$ cat src/rtl/lc3_mem_arbiter_if.sv
// Bundle between the LC-3 memory arbiter, its two requesters (CPU, DMA/IO) and the memory port.
// The arbiter connects through the slave modport; the requesters and memory model use master.
interface lc3_mem_arbiter_if #(
    parameter int AW = 16,
    parameter int DW = 16
);
    logic          cpu_req;
    logic          cpu_we;
    logic [AW-1:0] cpu_addr;
    logic [DW-1:0] cpu_wdata;
    logic [DW-1:0] cpu_rdata;
    logic          cpu_rdy;

    logic          dma_req;
    logic          dma_we;
    logic [AW-1:0] dma_addr;
    logic [DW-1:0] dma_wdata;
    logic [DW-1:0] dma_rdata;
    logic          dma_rdy;

    logic          mem_en;
    logic          mem_we;
    logic [AW-1:0] mem_addr;
    logic [DW-1:0] mem_wdata;
    logic [DW-1:0] mem_rdata;
    logic          owner;

    modport master (
        output cpu_req, cpu_we, cpu_addr, cpu_wdata,
        input  cpu_rdata, cpu_rdy,
        output dma_req, dma_we, dma_addr, dma_wdata,
        input  dma_rdata, dma_rdy,
        input  mem_en, mem_we, mem_addr, mem_wdata,
        output mem_rdata,
        input  owner
    );

    modport slave (
        input  cpu_req, cpu_we, cpu_addr, cpu_wdata,
        output cpu_rdata, cpu_rdy,
        input  dma_req, dma_we, dma_addr, dma_wdata,
        output dma_rdata, dma_rdy,
        output mem_en, mem_we, mem_addr, mem_wdata,
        input  mem_rdata,
        output owner
    );
endinterface

$ cat src/rtl/lc3_mem_arbiter.sv
// Single-port LC-3 memory arbiter: fixed CPU priority with a DMA anti-starvation override,
// fixed wait-state access sequencing and a one-cycle ready pulse to the winning requester.
module lc3_mem_arbiter #(
    parameter int AW          = 16,
    parameter int DW          = 16,
    parameter int WAIT_CYCLES = 2,
    parameter int STARVE_MAX  = 4
) (
    input  logic                clk,
    input  logic                rst,
    lc3_mem_arbiter_if.slave    io_bus
);

    localparam int WW = $clog2(WAIT_CYCLES + 1);
    localparam int SW = $clog2(STARVE_MAX + 1);
    localparam logic [WW-1:0] WC_LAST    = WW'(WAIT_CYCLES - 1);
    localparam logic [WW-1:0] WC_ONE     = WW'(1);
    localparam logic [SW-1:0] STARVE_LIM = SW'(STARVE_MAX);
    localparam logic [SW-1:0] STARVE_ONE = SW'(1);

    typedef enum logic [1:0] {
        ST_IDLE   = 2'd0,
        ST_ACCESS = 2'd1,
        ST_DONE   = 2'd2
    } state_t;

    state_t        r_state, w_state_nxt;
    logic [WW-1:0] r_wait_cnt, w_wait_nxt;
    logic [SW-1:0] r_starve_cnt, w_starve_nxt;
    logic          r_we_intent, w_we_intent_nxt;
    logic          r_owner, w_owner_nxt;
    logic [AW-1:0] r_mem_addr, w_mem_addr_nxt;
    logic [DW-1:0] r_mem_wdata, w_mem_wdata_nxt;
    logic          r_mem_en, w_mem_en_nxt;
    logic          r_mem_we, w_mem_we_nxt;
    logic          r_cpu_rdy, w_cpu_rdy_nxt;
    logic          r_dma_rdy, w_dma_rdy_nxt;
    logic [DW-1:0] r_cpu_rdata, w_cpu_rdata_nxt;
    logic [DW-1:0] r_dma_rdata, w_dma_rdata_nxt;
    logic          w_grant_dma;
    logic          w_sel_we;

    // State register
    always_ff @(posedge clk or posedge rst) begin
        if (rst) begin
            r_state <= ST_IDLE;
        end else begin
            r_state <= w_state_nxt;
        end
    end

    // Next-state, grant decision and next values of every registered output
    always_comb begin
        w_state_nxt     = r_state;
        w_wait_nxt      = r_wait_cnt;
        w_starve_nxt    = r_starve_cnt;
        w_we_intent_nxt = r_we_intent;
        w_owner_nxt     = r_owner;
        w_mem_addr_nxt  = r_mem_addr;
        w_mem_wdata_nxt = r_mem_wdata;
        w_mem_en_nxt    = 1'b0;
        w_mem_we_nxt    = 1'b0;
        w_cpu_rdy_nxt   = 1'b0;
        w_dma_rdy_nxt   = 1'b0;
        w_cpu_rdata_nxt = r_cpu_rdata;
        w_dma_rdata_nxt = r_dma_rdata;
        // DMA wins when alone, or when the CPU has been favoured STARVE_MAX times in a row
        w_grant_dma     = io_bus.dma_req && (!io_bus.cpu_req || (r_starve_cnt == STARVE_LIM));
        w_sel_we        = w_grant_dma ? io_bus.dma_we : io_bus.cpu_we;

        case (r_state)
            ST_IDLE: begin
                if (io_bus.cpu_req || io_bus.dma_req) begin
                    w_state_nxt     = ST_ACCESS;
                    w_wait_nxt      = {WW{1'b0}};
                    w_owner_nxt     = w_grant_dma;
                    w_we_intent_nxt = w_sel_we;
                    w_mem_addr_nxt  = w_grant_dma ? io_bus.dma_addr  : io_bus.cpu_addr;
                    w_mem_wdata_nxt = w_grant_dma ? io_bus.dma_wdata : io_bus.cpu_wdata;
                    w_mem_en_nxt    = 1'b1;
                    w_mem_we_nxt    = w_sel_we && (WC_LAST == {WW{1'b0}});
                    if (w_grant_dma) begin
                        w_starve_nxt = {SW{1'b0}};
                    end else if (io_bus.dma_req && (r_starve_cnt != STARVE_LIM)) begin
                        w_starve_nxt = r_starve_cnt + STARVE_ONE;
                    end else begin
                        w_starve_nxt = r_starve_cnt;
                    end
                end else begin
                    w_state_nxt = ST_IDLE;
                end
            end
            ST_ACCESS: begin
                if (r_wait_cnt == WC_LAST) begin
                    w_state_nxt = ST_DONE;
                    if (r_owner) begin
                        w_dma_rdy_nxt = 1'b1;
                        if (!r_we_intent) begin
                            w_dma_rdata_nxt = io_bus.mem_rdata;
                        end else begin
                            w_dma_rdata_nxt = r_dma_rdata;
                        end
                    end else begin
                        w_cpu_rdy_nxt = 1'b1;
                        if (!r_we_intent) begin
                            w_cpu_rdata_nxt = io_bus.mem_rdata;
                        end else begin
                            w_cpu_rdata_nxt = r_cpu_rdata;
                        end
                    end
                end else begin
                    w_wait_nxt   = r_wait_cnt + WC_ONE;
                    w_mem_en_nxt = 1'b1;
                    w_mem_we_nxt = r_we_intent && ((r_wait_cnt + WC_ONE) == WC_LAST);
                end
            end
            ST_DONE: begin
                w_state_nxt = ST_IDLE;
            end
            default: begin
                w_state_nxt = ST_IDLE;
            end
        endcase
    end

    // Datapath, counters and registered outputs
    always_ff @(posedge clk or posedge rst) begin
        if (rst) begin
            r_wait_cnt   <= {WW{1'b0}};
            r_starve_cnt <= {SW{1'b0}};
            r_we_intent  <= 1'b0;
            r_owner      <= 1'b0;
            r_mem_addr   <= {AW{1'b0}};
            r_mem_wdata  <= {DW{1'b0}};
            r_mem_en     <= 1'b0;
            r_mem_we     <= 1'b0;
            r_cpu_rdy    <= 1'b0;
            r_dma_rdy    <= 1'b0;
            r_cpu_rdata  <= {DW{1'b0}};
            r_dma_rdata  <= {DW{1'b0}};
        end else begin
            r_wait_cnt   <= w_wait_nxt;
            r_starve_cnt <= w_starve_nxt;
            r_we_intent  <= w_we_intent_nxt;
            r_owner      <= w_owner_nxt;
            r_mem_addr   <= w_mem_addr_nxt;
            r_mem_wdata  <= w_mem_wdata_nxt;
            r_mem_en     <= w_mem_en_nxt;
            r_mem_we     <= w_mem_we_nxt;
            r_cpu_rdy    <= w_cpu_rdy_nxt;
            r_dma_rdy    <= w_dma_rdy_nxt;
            r_cpu_rdata  <= w_cpu_rdata_nxt;
            r_dma_rdata  <= w_dma_rdata_nxt;
        end
    end

    assign io_bus.cpu_rdata = r_cpu_rdata;
    assign io_bus.cpu_rdy   = r_cpu_rdy;
    assign io_bus.dma_rdata = r_dma_rdata;
    assign io_bus.dma_rdy   = r_dma_rdy;
    assign io_bus.mem_en    = r_mem_en;
    assign io_bus.mem_we    = r_mem_we;
    assign io_bus.mem_addr  = r_mem_addr;
    assign io_bus.mem_wdata = r_mem_wdata;
    assign io_bus.owner     = r_owner;

endmodule
$ cat src/flat_wrapper.sv
// flat-port wrapper written by rule: the top's interface ports become plain ports
module lc3_mem_arbiter_flat 
#(
    parameter int AW          = 16,
    parameter int DW          = 16,
    parameter int WAIT_CYCLES = 2,
    parameter int STARVE_MAX  = 4
)
  (clk, rst, io_bus_cpu_req, io_bus_cpu_we, io_bus_cpu_addr, io_bus_cpu_wdata, io_bus_cpu_rdata, io_bus_cpu_rdy, io_bus_dma_req, io_bus_dma_we, io_bus_dma_addr, io_bus_dma_wdata, io_bus_dma_rdata, io_bus_dma_rdy, io_bus_mem_en, io_bus_mem_we, io_bus_mem_addr, io_bus_mem_wdata, io_bus_mem_rdata, io_bus_owner);
  lc3_mem_arbiter_if #(.AW(AW), .DW(DW)) io_bus_i ();
  input  logic clk;
  input  logic rst;
  input wire logic [$bits(io_bus_i.cpu_req)-1:0] io_bus_cpu_req;
  input wire logic [$bits(io_bus_i.cpu_we)-1:0] io_bus_cpu_we;
  input wire logic [$bits(io_bus_i.cpu_addr)-1:0] io_bus_cpu_addr;
  input wire logic [$bits(io_bus_i.cpu_wdata)-1:0] io_bus_cpu_wdata;
  output wire logic [$bits(io_bus_i.cpu_rdata)-1:0] io_bus_cpu_rdata;
  output wire logic [$bits(io_bus_i.cpu_rdy)-1:0] io_bus_cpu_rdy;
  input wire logic [$bits(io_bus_i.dma_req)-1:0] io_bus_dma_req;
  input wire logic [$bits(io_bus_i.dma_we)-1:0] io_bus_dma_we;
  input wire logic [$bits(io_bus_i.dma_addr)-1:0] io_bus_dma_addr;
  input wire logic [$bits(io_bus_i.dma_wdata)-1:0] io_bus_dma_wdata;
  output wire logic [$bits(io_bus_i.dma_rdata)-1:0] io_bus_dma_rdata;
  output wire logic [$bits(io_bus_i.dma_rdy)-1:0] io_bus_dma_rdy;
  output wire logic [$bits(io_bus_i.mem_en)-1:0] io_bus_mem_en;
  output wire logic [$bits(io_bus_i.mem_we)-1:0] io_bus_mem_we;
  output wire logic [$bits(io_bus_i.mem_addr)-1:0] io_bus_mem_addr;
  output wire logic [$bits(io_bus_i.mem_wdata)-1:0] io_bus_mem_wdata;
  input wire logic [$bits(io_bus_i.mem_rdata)-1:0] io_bus_mem_rdata;
  output wire logic [$bits(io_bus_i.owner)-1:0] io_bus_owner;
  assign io_bus_i.cpu_req = io_bus_cpu_req;
  assign io_bus_i.cpu_we = io_bus_cpu_we;
  assign io_bus_i.cpu_addr = io_bus_cpu_addr;
  assign io_bus_i.cpu_wdata = io_bus_cpu_wdata;
  assign io_bus_cpu_rdata = io_bus_i.cpu_rdata;
  assign io_bus_cpu_rdy = io_bus_i.cpu_rdy;
  assign io_bus_i.dma_req = io_bus_dma_req;
  assign io_bus_i.dma_we = io_bus_dma_we;
  assign io_bus_i.dma_addr = io_bus_dma_addr;
  assign io_bus_i.dma_wdata = io_bus_dma_wdata;
  assign io_bus_dma_rdata = io_bus_i.dma_rdata;
  assign io_bus_dma_rdy = io_bus_i.dma_rdy;
  assign io_bus_mem_en = io_bus_i.mem_en;
  assign io_bus_mem_we = io_bus_i.mem_we;
  assign io_bus_mem_addr = io_bus_i.mem_addr;
  assign io_bus_mem_wdata = io_bus_i.mem_wdata;
  assign io_bus_i.mem_rdata = io_bus_mem_rdata;
  assign io_bus_owner = io_bus_i.owner;
  lc3_mem_arbiter #(.AW(AW), .DW(DW), .WAIT_CYCLES(WAIT_CYCLES), .STARVE_MAX(STARVE_MAX)) u_core (.clk(clk), .rst(rst), .io_bus(io_bus_i));
endmodule
$ cat config.mk
export PLATFORM = sky130hd
export DESIGN_NAME = lc3_mem_arbiter_flat
export DESIGN_NICKNAME = d
export VERILOG_FILES = /design/src/rtl/lc3_mem_arbiter_if.sv /design/src/rtl/lc3_mem_arbiter.sv /design/src/flat_wrapper.sv
export SDC_FILE = /design/constraint.sdc
export NUM_CORES = 1
export LEC_CHECK = 0
export ABC_CLOCK_PERIOD_IN_PS = 3500
export CORE_UTILIZATION = 43
export DETAILED_ROUTE_END_ITERATION = 7
export GPL_TIMING_DRIVEN = 0
export PLACE_DENSITY = 0.81
export SYNTH_ARGS = -nofsm -noshare
export SYNTH_HDL_FRONTEND = slang
export SYNTH_SLANG_ARGS = --single-unit
$ cat constraint.sdc
create_clock -name clk -period 3.5 [get_ports clk]
set_input_delay 0.7 -clock clk [delete_from_list [all_inputs] [get_ports clk]]
set_output_delay 0.7 -clock clk [all_outputs]
set_load 0.01 [all_outputs]
==> results_dict.tcl <==
set metrics [dict create \
    slowest_stage "nor2_1" \
    antenna_found_initial 0 \
    regToRegSetupSlack_ns 1.61 \
    drive_gt1_frac 0.1488 \
    reg2reg_to "u_core.io_bus.cpu_rdata[10]$_DFFE_PP0P_" \
    synth_area_leaders "dfrtp_1 54%, mux2_2 7.2%, o211ai_1 6.7%, nand4_1 5.9%, o21ai_0 5.3%" \
    grt_pass1_vias 3339 \
    cts-root-buf "clkbuf_8" \
    max_cap_violations 0 \
    rsz0062_at_grt "no" \
    drt_iter0_drc 206 \
    fin_total_pwr_w 0.004481 \
    max_freq_mhz 453.9 \
    ctsResizeCount 0 \
    via_count 3296 \
    hold_path_class "flip-flop to flip-flop" \
    p_per_area_nw_per_um2 814.5 \
    dieArea_um2 8744 \
    io_pins 155 \
    crit_arrival_ns 2.45 \
    die_height_um 93.51 \
    crit_path_max_fanout 10 \
    relSlewSlack 0.6409 \
    numCtsBuffers 9 \
    cts_sinks 77 \
    cts_tree "built" \
    numPortBuffers 154 \
    drtPass1Iterations 6 \
    endpoint_kind "flip-flop" \
    initial_core_util 0.4405 \
    worst_hold_startpoint "u_core.io_bus.cpu_rdata[1]$_DFFE_PP0P_" \
    clk_latency_ns 0.34 \
    synth_warnings 0 \
    final_cell_mix "154 x clkdlybuf4s50_1, 77 x dfrtp_1, 38 x o21ai_0" \
    diodes 0 \
    drt-total-wl_um 10280 \
    cpPeakStageDelay_ns 0.44 \
    cp-start-kind "input port" \
    synth-seq-area-share 0.5351 \
    post_cts_buffers 0 \
    nNetsFinal 569 \
    hold_ws_ns 0.5112 \
    synth_top_area_cell "dfrtp_1" \
    rows 33 \
    syn_avg_cell_area_um2 11.50 \
    grt_max_degree 58 \
    finClkSkew_ns 0.009764 \
    grt_pass1_wl_um 16180 \
    fp.coreArea_um2 8175 \
    ys_seq_elements 77 \
    clockBufferDepth 2 \
    crit_chain "clkdlybuf4s50_1 -> buf_2 -> nor2_1 -> clkbuf_1 -> o21ai_0 -> o211ai_1" \
    ir_drop_mv 0.3621 \
    postSynthCellCount 313 \
    syn_to_final_growth_pct 52.78 \
    avgRoutedWirePerCell_um 17.45 \
    syn-num-nets 403 \
    outcome "finished, final reports clean" \
    crit_required_ns 3.75 \
    drcViolationCount 0 \
    hold_buffers 0 \
    final_min_period_over_clock_period 0.6294 \
    h-tree-depth 3 \
    vias_per_cell 5.596 \
    grt_overflow 0 \
    r2r_start "u_core.r_wait_cnt[1]$_DFFE_PP0P_" \
    crit_buf_inv 3 \
    crit_family "buffers and inverters" \
    final_common_cell "clkdlybuf4s50_1" \
    rr_worst_depth 6 \
    setup_viol 0 \
    dpl.hpwl_um 7499 \
    fin_crit_ns 2.203 \
    path_clk_slew_ns 0.08 \
    criticalPathCategory "input port to flip-flop" \
    synth_top_area_frac 0.5351 \
    grtUsageTotal 0.2412 \
    worst_slew_pin_slew_ns 0.5366 \
    gp_congestion 0.8233 \
    finalMaxSlewViolations 0 \
    synth_area_um2 3601 \
    p_leak_nw 2.157 \
    ant_nets 0 \
    worstHoldEndpoint "u_core.io_bus.cpu_rdata[1]$_DFFE_PP0P_" \
    die_x_um 93.51 \
    hold_viol 0 \
    hold_depth 1 \
    synth.distinct_cells 31 \
    fillCellCount 622 \
]
## cell families (layout without fill, tap and decap cells)
| family | Yosys count | after routing | synth area share |
|---|---|---|---|
| and+or+nand+nor | 85 | 85 | 0.1428 |
| DFF | 77 | 77 | 0.5351 |
| AOI/OAI and AO/OA | 74 | 74 | 0.1310 |
| buffers and inverters | 39 | 210 | 0.06081 |
| muxes | 34 | 34 | 0.1164 |
| adders and majority gates | 4 | 4 | 0.01390 |
## power by group
group,internal (W),total (W),switching [W]
combinational,0.00124,0.00225,0.00101
sequential,0.00131,0.00157,0.000255
clock,0.000330,0.000661,0.000331
total,0.00288,0.00448,0.00160
## per-layer routing
metal / up-vias / global-route usage / share of wire
met5: - / 0 / 0
met4: 0 / 0.08205 / 0.022
met3: 22 / 0.05854 / 0.061
met2: 155 / 0.4191 / 0.51
met1: 1611 / 0.2921 / 0.41
li1: 1508 / - / -
## final cells by class
class / count / area (um^2) / share of cell area
Multi-Input combinational cell: 197 / 1455 / 0.2645
Tap cell: 105 / 131.4 / 0.02388
Timing Repair Buffer: 155 / 1569 / 0.2852
Clock buffer: 9 / 123.9 / 0.02252
Clock inverter: 7 / 73.82 / 0.01342
Sequential cell: 77 / 1927 / 0.3502
Inverter: 6 / 25.02 / 0.004549
Buffer: 33 / 196.4 / 0.03571
## flip-flops by register name (all words and copies together), names as in the netlist
register,cells
u_core.io_bus.cpu_rdata,16
u_core.io_bus.cpu_rdy,1
u_core.io_bus.dma_rdata,16
u_core.io_bus.dma_rdy,1
u_core.io_bus.mem_addr,16
u_core.io_bus.mem_en,1
u_core.io_bus.mem_wdata,16
u_core.io_bus.mem_we,1
u_core.io_bus.owner,1
u_core.r_starve_cnt,3
u_core.r_state,2
u_core.r_wait_cnt,2
u_core.r_we_intent,1
## worst max-delay path by stage
stage	cells after the start	endpoint	start	slack (ns)
after global placement	2	u_core.io_bus.mem_addr[1]$_DFFE_PP0P_	rst	-0.39
after global routing	6	u_core.io_bus.mem_addr[6]$_DFFE_PP0P_	io_bus_dma_req	1.20
final	6	u_core.io_bus.mem_addr[1]$_DFFE_PP0P_	io_bus_dma_req	1.30
after floorplan	1	u_core.io_bus.cpu_rdata[0]$_DFFE_PP0P_	rst	0.83
after detailed placement	6	u_core.io_bus.mem_addr[8]$_DFFE_PP0P_	io_bus_dma_req	0.96
after CTS	6	u_core.io_bus.mem_addr[8]$_DFFE_PP0P_	io_bus_dma_req	1.32
## per-stage QoR
stage               TNS [ns]  worst slack [ns]  instances  area (um^2)    util
global route               0             1.196        589         5502  0.6729
floorplan                  0            0.8333        313         3601       -
finish                     0             1.297        589         5502  0.6729
detailed placement         0            0.9630        573         5304  0.6488
global placement      -29.66           -0.3892        572         5274  0.6451
CTS                        0             1.323        589         5502  0.6729
## synthesized netlist by cell type, drive strengths merged
| library cell | count |
|---|---|
| a21bo | 1 |
| a22o | 1 |
| a32o | 1 |
| and2 | 1 |
| and3 | 1 |
| and4b | 1 |
| buf | 11 |
| clkbuf | 22 |
| dfrtp | 77 |
| ha | 4 |
| inv | 6 |
| mux2 | 33 |
| mux2i | 1 |
| nand2 | 2 |
| nand3 | 33 |
| nand3b | 1 |
| nand4 | 34 |
| nor2 | 4 |
| nor2b | 1 |
| nor3 | 1 |
| nor3b | 2 |
| o211ai | 33 |
| o21ai | 38 |
| or2 | 2 |
| or3b | 2 |
Note: power is estimated with default switching activity, not from simulation.
